[config.mk]
export PLATFORM = sky130hd
export DESIGN_NAME = xpe_layer_seq
export DESIGN_NICKNAME = d
export VERILOG_FILES = /design/src/rtl/xpe_layer_seq.sv
export SDC_FILE = /design/constraint.sdc
export NUM_CORES = 1
export LEC_CHECK = 0
export BUFFER_PORTS_ARGS = -buffer_cell sky130_fd_sc_hd__buf_2
export CORE_MARGIN = 3
export CORE_UTILIZATION = 49
export DETAILED_ROUTE_END_ITERATION = 10
export GPL_ROUTABILITY_DRIVEN = 0
export GPL_TIMING_DRIVEN = 0
export HOLD_SLACK_MARGIN = 0.12
export PLACE_DENSITY = 0.78
export SETUP_SLACK_MARGIN = 0.5
export SYNTH_ARGS = -nofsm -noshare
export SYNTH_HDL_FRONTEND = slang
export SYNTH_SLANG_ARGS = --single-unit
[constraint.sdc]
create_clock -name i_clk -period 2.4 [get_ports i_clk]
set_input_delay 0.24 -clock i_clk [delete_from_list [all_inputs] [get_ports i_clk]]
set_output_delay 0.24 -clock i_clk [all_outputs]
set_load 0.02 [all_outputs]
[src/rtl/xpe_layer_seq.sv]
// xpe_layer_seq
// Per-layer sequencer for the XPE post-processing datapath. Accepts one layer
// descriptor, optionally streams the activation LUT into the LUT BRAM port,
// holds the XPE configuration and calc enable while counting output vectors,
// then pulses calculate_end, waits for the XPE pipeline to drain and pulses done.
//
// Ports:
//   i_clk, i_rst_n          clock, asynchronous active-low reset
//   i_abort                 synchronous abort back to IDLE
//   i_cfg_* / o_cfg_rdy     layer descriptor handshake
//   i_lut_* / o_lut_rdy     activation-LUT entry stream
//   o_lut_bramctl_*         LUT BRAM controller write port
//   o_mode, o_xpe_mode,
//   o_actfun_en, o_calc_en  configuration and enable towards the XPE
//   i_xpe_dat_vld           XPE output-vector valid
//   o_calculate_end, o_done end-of-layer and layer-complete pulses
//   o_busy, o_err           not-idle status, sticky unexpected-valid flag
module xpe_layer_seq #(
    parameter int LUT_DEPTH = 32,
    parameter int LUT_AW    = 5,
    parameter int CNT_W     = 16,
    parameter int DRAIN_CYC = 6
) (
    input  logic              i_clk,
    input  logic              i_rst_n,
    input  logic              i_abort,
    input  logic              i_cfg_vld,
    output logic              o_cfg_rdy,
    input  logic [3:0]        i_cfg_mode,
    input  logic [1:0]        i_cfg_xpe_mode,
    input  logic              i_cfg_actfun_en,
    input  logic              i_cfg_lut_load,
    input  logic [CNT_W-1:0]  i_cfg_out_cnt,
    input  logic [23:0]       i_lut_wdata,
    input  logic              i_lut_vld,
    output logic              o_lut_rdy,
    output logic [23:0]       o_lut_bramctl_wdata,
    output logic [LUT_AW-1:0] o_lut_bramctl_addr,
    output logic              o_lut_bramctl_we,
    output logic              o_lut_bramctl_en,
    output logic [3:0]        o_mode,
    output logic [1:0]        o_xpe_mode,
    output logic              o_actfun_en,
    output logic              o_calc_en,
    input  logic              i_xpe_dat_vld,
    output logic              o_calculate_end,
    output logic              o_busy,
    output logic              o_done,
    output logic              o_err
);

    typedef enum logic [2:0] {ST_IDLE, ST_LUT, ST_RUN, ST_END, ST_DRAIN} state_t;

    localparam int                DRN_W      = (DRAIN_CYC < 1) ? 1 : $clog2(DRAIN_CYC + 1);
    localparam logic [DRN_W-1:0]  DRAIN_LOAD = DRN_W'(DRAIN_CYC);
    localparam logic [LUT_AW-1:0] LUT_LAST   = LUT_AW'(LUT_DEPTH - 1);

    state_t            state, state_nxt;
    logic [CNT_W-1:0]  out_cnt_q, vec_cnt;
    logic [LUT_AW-1:0] lut_idx;
    logic [DRN_W-1:0]  drain_cnt, drain_nxt;

    logic cfg_acc, lut_beat, vec_room, vec_hit, err_set;
    logic cfg_rdy_d, busy_d, lut_rdy_d, calc_en_d, calc_end_d, done_d;

    assign cfg_acc  = i_cfg_vld && (state == ST_IDLE) && !i_abort;
    assign lut_beat = i_lut_vld && (state == ST_LUT) && !i_abort;
    // A valid is only legitimate while running with the count still unsatisfied.
    assign vec_room = (state == ST_RUN) && (vec_cnt != out_cnt_q);
    assign vec_hit  = i_xpe_dat_vld && vec_room && ((vec_cnt + CNT_W'(1)) == out_cnt_q);
    assign err_set  = i_xpe_dat_vld && !vec_room;

    // State register and drain counter.
    always_ff @(posedge i_clk or negedge i_rst_n) begin
        if (!i_rst_n) begin
            state     <= ST_IDLE;
            drain_cnt <= '0;
        end else begin
            state     <= state_nxt;
            drain_cnt <= drain_nxt;
        end
    end

    // Next-state logic; abort overrides every transition.
    always_comb begin
        state_nxt = state;
        drain_nxt = drain_cnt;
        if (i_abort) begin
            state_nxt = ST_IDLE;
            drain_nxt = '0;
        end else begin
            case (state)
                ST_IDLE: begin
                    if (i_cfg_vld) begin
                        if (i_cfg_lut_load)
                            state_nxt = ST_LUT;
                        else if (i_cfg_out_cnt == '0)
                            state_nxt = ST_END;
                        else
                            state_nxt = ST_RUN;
                    end
                end
                ST_LUT: begin
                    if (lut_beat && (lut_idx == LUT_LAST))
                        state_nxt = (out_cnt_q == '0) ? ST_END : ST_RUN;
                end
                ST_RUN: begin
                    if (vec_hit)
                        state_nxt = ST_END;
                end
                ST_END: begin
                    state_nxt = ST_DRAIN;
                    drain_nxt = DRAIN_LOAD;
                end
                ST_DRAIN: begin
                    if (drain_cnt == '0)
                        state_nxt = ST_IDLE;
                    else
                        drain_nxt = drain_cnt - DRN_W'(1);
                end
                default: begin
                    state_nxt = ST_IDLE;
                    drain_nxt = '0;
                end
            endcase
        end
    end

    // Output decode from the next state, so the registered outputs line up
    // with the state they describe. Done fires in the DRAIN cycle whose count is 0.
    always_comb begin
        cfg_rdy_d  = (state_nxt == ST_IDLE);
        busy_d     = (state_nxt != ST_IDLE);
        lut_rdy_d  = (state_nxt == ST_LUT);
        calc_en_d  = (state_nxt == ST_RUN);
        calc_end_d = (state_nxt == ST_END);
        done_d     = (state_nxt == ST_DRAIN) && (drain_nxt == '0);
    end

    // Datapath registers and registered outputs.
    always_ff @(posedge i_clk or negedge i_rst_n) begin
        if (!i_rst_n) begin
            out_cnt_q           <= '0;
            vec_cnt             <= '0;
            lut_idx             <= '0;
            o_cfg_rdy           <= 1'b1;
            o_busy              <= 1'b0;
            o_lut_rdy           <= 1'b0;
            o_calc_en           <= 1'b0;
            o_calculate_end     <= 1'b0;
            o_done              <= 1'b0;
            o_err               <= 1'b0;
            o_mode              <= '0;
            o_xpe_mode          <= '0;
            o_actfun_en         <= 1'b0;
            o_lut_bramctl_we    <= 1'b0;
            o_lut_bramctl_en    <= 1'b0;
            o_lut_bramctl_addr  <= '0;
            o_lut_bramctl_wdata <= '0;
        end else begin
            o_cfg_rdy       <= cfg_rdy_d;
            o_busy          <= busy_d;
            o_lut_rdy       <= lut_rdy_d;
            o_calc_en       <= calc_en_d;
            o_calculate_end <= calc_end_d;
            o_done          <= done_d;

            if (i_abort) begin
                vec_cnt <= '0;
                lut_idx <= '0;
            end else if (cfg_acc) begin
                out_cnt_q   <= i_cfg_out_cnt;
                o_mode      <= i_cfg_mode;
                o_xpe_mode  <= i_cfg_xpe_mode;
                o_actfun_en <= i_cfg_actfun_en;
                vec_cnt     <= '0;
                lut_idx     <= '0;
            end else begin
                // The index parks on the last entry instead of wrapping.
                if (lut_beat && (lut_idx != LUT_LAST))
                    lut_idx <= lut_idx + LUT_AW'(1);
                if (i_xpe_dat_vld && vec_room)
                    vec_cnt <= vec_cnt + CNT_W'(1);
            end

            // An unexpected valid in the accept cycle still counts against the new layer.
            if (err_set)
                o_err <= 1'b1;
            else if (cfg_acc)
                o_err <= 1'b0;

            o_lut_bramctl_we <= lut_beat;
            o_lut_bramctl_en <= lut_beat;
            if (lut_beat) begin
                o_lut_bramctl_addr  <= lut_idx;
                o_lut_bramctl_wdata <= i_lut_wdata;
            end
        end
    end

endmodule

## After elaboration in Yosys (flattened, before gate mapping)

Index checks and enable logic that the tools add are counted.

- Bits of input ports: 54
- Bits in registers: 87
- Logic and storage cells: 79
- Output and inout bits: 45

- Multiplexer cells: 20
- Reduce and logical (&&, ||, !) cells: 25
- Equality and inequality tests: 12
- Add/subtract/negate cells: 3
- Bitwise operators: 1

Operators with widths:

| operator | count |
|---|---|
| $mux 16 | 3 |
| $logic_not 16->1 | 2 |
| $mux 3 | 7 |
| $add 16x1->16 const B | 1 |
| $eq 16x16->1 | 1 |
| $ne 16x16->1 | 1 |
| $mux 5 | 3 |
| $pmux 3 s5 | 1 |
| $eq 3x2->1 const B | 4 |
| $logic_not 3->1 | 4 |
| $logic_and 1x1->1 | 11 |
| $pmux 3 s3 | 1 |
| $reduce_bool 3->1 | 3 |
| $eq 3x1->1 const B | 2 |
| $eq 3x3->1 const B | 2 |
| $add 5x1->5 const B | 1 |
| $eq 5x5->1 const B | 1 |
| $ne 5x5->1 const B | 1 |
| $mux 1 | 4 |
| $reduce_or 3->1 | 1 |
| $sub 3x1->3 const B | 1 |
| $logic_not 1->1 | 2 |
| $mux 2 | 1 |
| $reduce_and 2->1 | 1 |
| other kinds (2) | 2 |

## Logic depth before layout (Yosys ltp)

- Depth after elaboration: 9
- Depth in mapped cells: 9
- Mapped depth without buffers: 8

## Worst setup path before layout

OpenSTA, ideal clock, no wires.

- Path type: register to register
- From: register vec_cnt[11]
- To: register o_calc_en
- Period minus slack after synthesis: 2320 ps
- Cell stages (with the launch flop): 8
- Library setup time: 126 ps
- Path buffers: 1
- Data arrival time: 2194 ps
- Slack: 80 ps
- Required time: 2274 ps
- Cell sequence: dfrtp_1 -> buf_4 -> xor2_2 -> nor2_1 -> or4b_1 -> a32oi_1 -> or4b_4 -> o311a_1

- Longest elaborated chain between the ends: 8
- Elaborated cells between the ends (all ways): 10
- Those cells by class: add/sub (1); eq/ne (3); mux (3); reduce/logical (3)

Ends and longest elaborated chain:

| element | RTL line | text |
|---|---|---|
| start: declaration | 59 | `logic [CNT_W-1:0] out_cnt_q, vec_cnt;` |
| start signal: assignment | 183 | `vec_cnt <= vec_cnt + CNT_W'(1);` |
| parallel branches: the longest is 3 deep, another holds $add 16x1->16 | - |  |
| $logic_and 1x1->1 * | 70 | `assign vec_hit = i_xpe_dat_vld && vec_room && ((vec_cnt + CNT_W'(1)) == out_cnt_q);` |
| $mux 3 * | 108 | `if (vec_hit)` |
| $pmux 3 s5 * | 92 | `case (state)` |
| $mux 3 * | 88 | `if (i_abort) begin` |
| $eq 3x2->1 * | 135 | `calc_en_d = (state_nxt == ST_RUN);` |
| named net calc_en_d | 64 | `logic cfg_rdy_d, busy_d, lut_rdy_d, calc_en_d, calc_end_d, done_d;` |
| end signal: assignment | 164 | `o_calc_en <= calc_en_d;` |
| end: declaration | 44 | `output logic o_calc_en,` |

Mark *: on every way through the listed nets, which the timed path passes.
A chain may end at the register's enable or synchronous reset.

## Final worst setup path

- From: register vec_cnt[9]
- To: register o_calc_en

Same word-level chain as after synthesis.

==> reports/summary.txt <==
worst-path maximum fanout: 5
Clock Path Buffers: 2
count of max-cap constraint violations: 0
Synth Warn #: 0
clk sinks: 87
# nets final: 611
violation count after the first detailed-route iteration: 351
type of element launching the critical path: flip-flop
startpoint-to-endpoint class of the critical path: flip-flop to flip-flop
detailed-placement wirelength estimate: 7300 µm
violated checks: negative setup slack
Diodes inserted: 0
Util after Layout: 73.1%
later-pin clock latency in the skew report: 0.35 ns
clock edge transition at the registers on the reported setup and hold paths: 0.09 ns
library cell contributing the largest single delay on the critical path: sky130_fd_sc_hd__or4b_4
clock tree root driver cell: sky130_fd_sc_hd__clkbuf_8
Antenna Violating Nets Remaining: 0
Worst slew margin: 64.2%
Most used DFF post-synth: sky130_fd_sc_hd__dfrtp_1
initial antenna violation count: 0
first-pass GRT wire length: 19900 µm
total area of sequential cells: 0.00218 mm²
vias post-DR: 3756
largest net degree at the start of global routing: 56
Die Outline Area: 0.00989 mm²
run status: finished with violations
syn nets: 429
FFs w/ async S/R, synth: 100%
Top-Level Pins: 99
Filler Cells Inserted: 512
Leakage Power: 2.75 nW
Port Buffers: 97
number of clock buffers inserted by TritonCTS: 9
number of enable flip-flop cells after synthesis: 0
number of H-tree levels: 3
height of the chip: 99.5 µm
horizontal extent of the die: 99.5 µm
overflow left after global routing: 0
CTS tree: done
number of vias per cell after detailed routing: 5.68
post-synthesis register bit count: 87
Slowest Stage Delay on Critical Path: 0.53 ns
synth unique cells: 56
final critical delay including setup and external delays: 2.45 ns
gate count of the mapped netlist: 370
final slew viol count: 0
core area: 0.00834 mm²
worst ir drop on vdd: 0.494 mV
overall global routing resource usage: 25.2%
Hold Path Class: input port to flip-flop
worst endpoint data arrival time: 2.68 ns
overall power after layout: 4.06 mW
power density over the cells: 666 mW/mm²
sequential-to-total area share from yosys stat: 50.9%
placement-stage worst setup slack: -0.107 ns
number of iterations in the first detailed-routing pass: 6
required time at the endpoint of the critical path: 2.64 ns
post-detailed-route wirelength per cell: 18.6 µm
share of cells above drive strength 1: 48.4%
initial core utilization: 51.3%
area added between synthesis and finish: 42.4%
vias in the first global route: 4148
final-report setup violation count: 1
floorplan row count: 33
combined area of the multi-input logic cells: 0.00222 mm²
unrepaired setup endpoints after global routing: true
most frequent cells in the layout: sky130_fd_sc_hd__buf_2, sky130_fd_sc_hd__dfrtp_1, sky130_fd_sc_hd__mux2_2
critical path, cell by cell: xnor2_2 -> xnor2_1 -> or4b_1 -> a32oi_1 -> or4b_4 -> o311a_1
Setup WS post-layout: -0.0457 ns
Mean Syn Cell Area: 11.6 µm²
maximum operating frequency: 0.409 GHz
most common library cell in the layout ignoring fill and taps: sky130_fd_sc_hd__buf_2
measured slew at the worst slew-check pin: 0.537 ns
Clock Skews: 0.00894 ns
area of the mapped netlist: 0.00428 mm²
CP Capture Type: flip-flop
Routed WL: 12300 µm
final hold violation count: 0
DRC errors left: 0
crit share post-route: 102%
[worst max-delay path: cells and delay by family (launching register included)]
family / cells / cell delay, ns
compound gates: 2 / 0.51
xor+xnor: 2 / 0.33
flops: 1 / 0.47
simple gates: 2 / 1.01
[registers in the layout, summed over array words and instances (netlist names)]
register and flops:
drain_cnt 3, lut_idx 5, o_actfun_en 1, o_busy 1, o_calc_en 1, o_calculate_end 1, o_cfg_rdy 1, o_done 1
o_err 1, o_lut_bramctl_addr 5, o_lut_bramctl_en 1, o_lut_bramctl_wdata 24, o_lut_rdy 1, o_mode 4, o_xpe_mode 2, out_cnt_q 16
state 3, vec_cnt 16
[worst paths after layout]
path | from | to | slack, ns | cells past startpoint
max | vec_cnt[9] | o_calc_en | -0.05 | 6
min | i_cfg_out_cnt[10] | out_cnt_q[10] | 0.13 | 2
max reg2reg | vec_cnt[9] | o_calc_en | -0.05 | 6
min reg2reg | o_mode[2] | o_mode[2] | 0.51 | 1
max in group asynchronous | i_rst_n | vec_cnt[4] | 1.42 | 3
min in group asynchronous | i_rst_n | vec_cnt[14] | 0.37 | 2
[cells by family after synthesis]
kind of cell / after synthesis / synth area share [%]
mux: 58 / 15.1
buf+inv: 26 / 2.57
xor+xnor: 36 / 7.72
fa+ha+maj: 5 / 1.46
compound gates: 53 / 8.71
flops: 87 / 50.9
simple gates: 105 / 13.6
[layer usage]
layer | GRT usage [%] | up-vias | part of all wire (%)
met1 | 29.6 | 1846 | 39
met3 | 6.38 | 37 | 6.4
met2 | 42.9 | 169 | 52
li1 | - | 1704 | -
met4 | 12.7 | 0 | 3.4
met5 | 0 | - | 0
[layout make-up]
type / instances / share of cell area (%)
repair buffers: 170 / 19.4
well taps: 105 / 2.16
clock inverters: 6 / 1.13
flip-flops and latches: 87 / 35.8
inverters: 5 / 0.308
plain buffers: 21 / 2.79
clock buffers: 9 / 2.03
multi-input cells: 258 / 36.4
[stage by stage]
step,TNS [ns],instances,cell area (µm²),hold WS (ns)
final,-0.0457,661,6100,0.133
after global routing,-0.119,661,6100,0.125
after CTS,-0.0136,653,5940,0.122
after detailed placement,-0.199,573,5000,0.215
after global placement,-0.137,572,4970,0.471
after floorplan,0,370,4350,-0.0556
[power by group]
part	leakage (nW)	internal, mW	total [mW]	switching [mW]
clock	0.0961	0.483	1.02	0.540
combinational	1.55	0.522	1.14	0.614
sequential	1.11	1.70	1.90	0.195
total	2.75	2.71	4.06	1.35
[cell usage after synthesis (all sizes together), types with 2 or more instances]
library cell | count | area share (%)
nor3 | 4 | 0.47
nor2b | 5 | 0.73
xor2 | 23 | 4.9
o2111ai | 5 | 1.0
and2 | 3 | 0.44
clkbuf | 15 | 1.3
a31oi | 2 | 0.29
nand3 | 6 | 0.70
dfrtp | 86 | 50
or3 | 2 | 0.29
nand2b | 3 | 0.44
a21o | 2 | 0.35
o21ai | 6 | 0.70
nor2 | 32 | 2.9
o21a | 2 | 0.35
nand4 | 8 | 1.2
nor4b | 3 | 0.61
nand2 | 8 | 0.70
buf | 6 | 0.82
xnor2 | 13 | 2.8
inv | 5 | 0.44
nor4 | 11 | 1.6
mux2i | 6 | 1.4
or4 | 2 | 0.35
or2 | 4 | 0.58
o211ai | 7 | 1.2
o22ai | 2 | 0.29
or4b | 2 | 0.56
nand3b | 3 | 0.53
a21oi | 15 | 1.8
mux2 | 52 | 14
ha | 5 | 1.5
and3 | 6 | 0.91
[repair_timing]
item	in CTS	in global routing
gates cloned	3	0
endpoints found under the setup margin	76	76
resized for setup	45	28
hold endpoints to repair	63	1
pin swaps	21	21
hold buffers	33	1
setup buffers	29	7
Power figures use the tool's default switching activity.
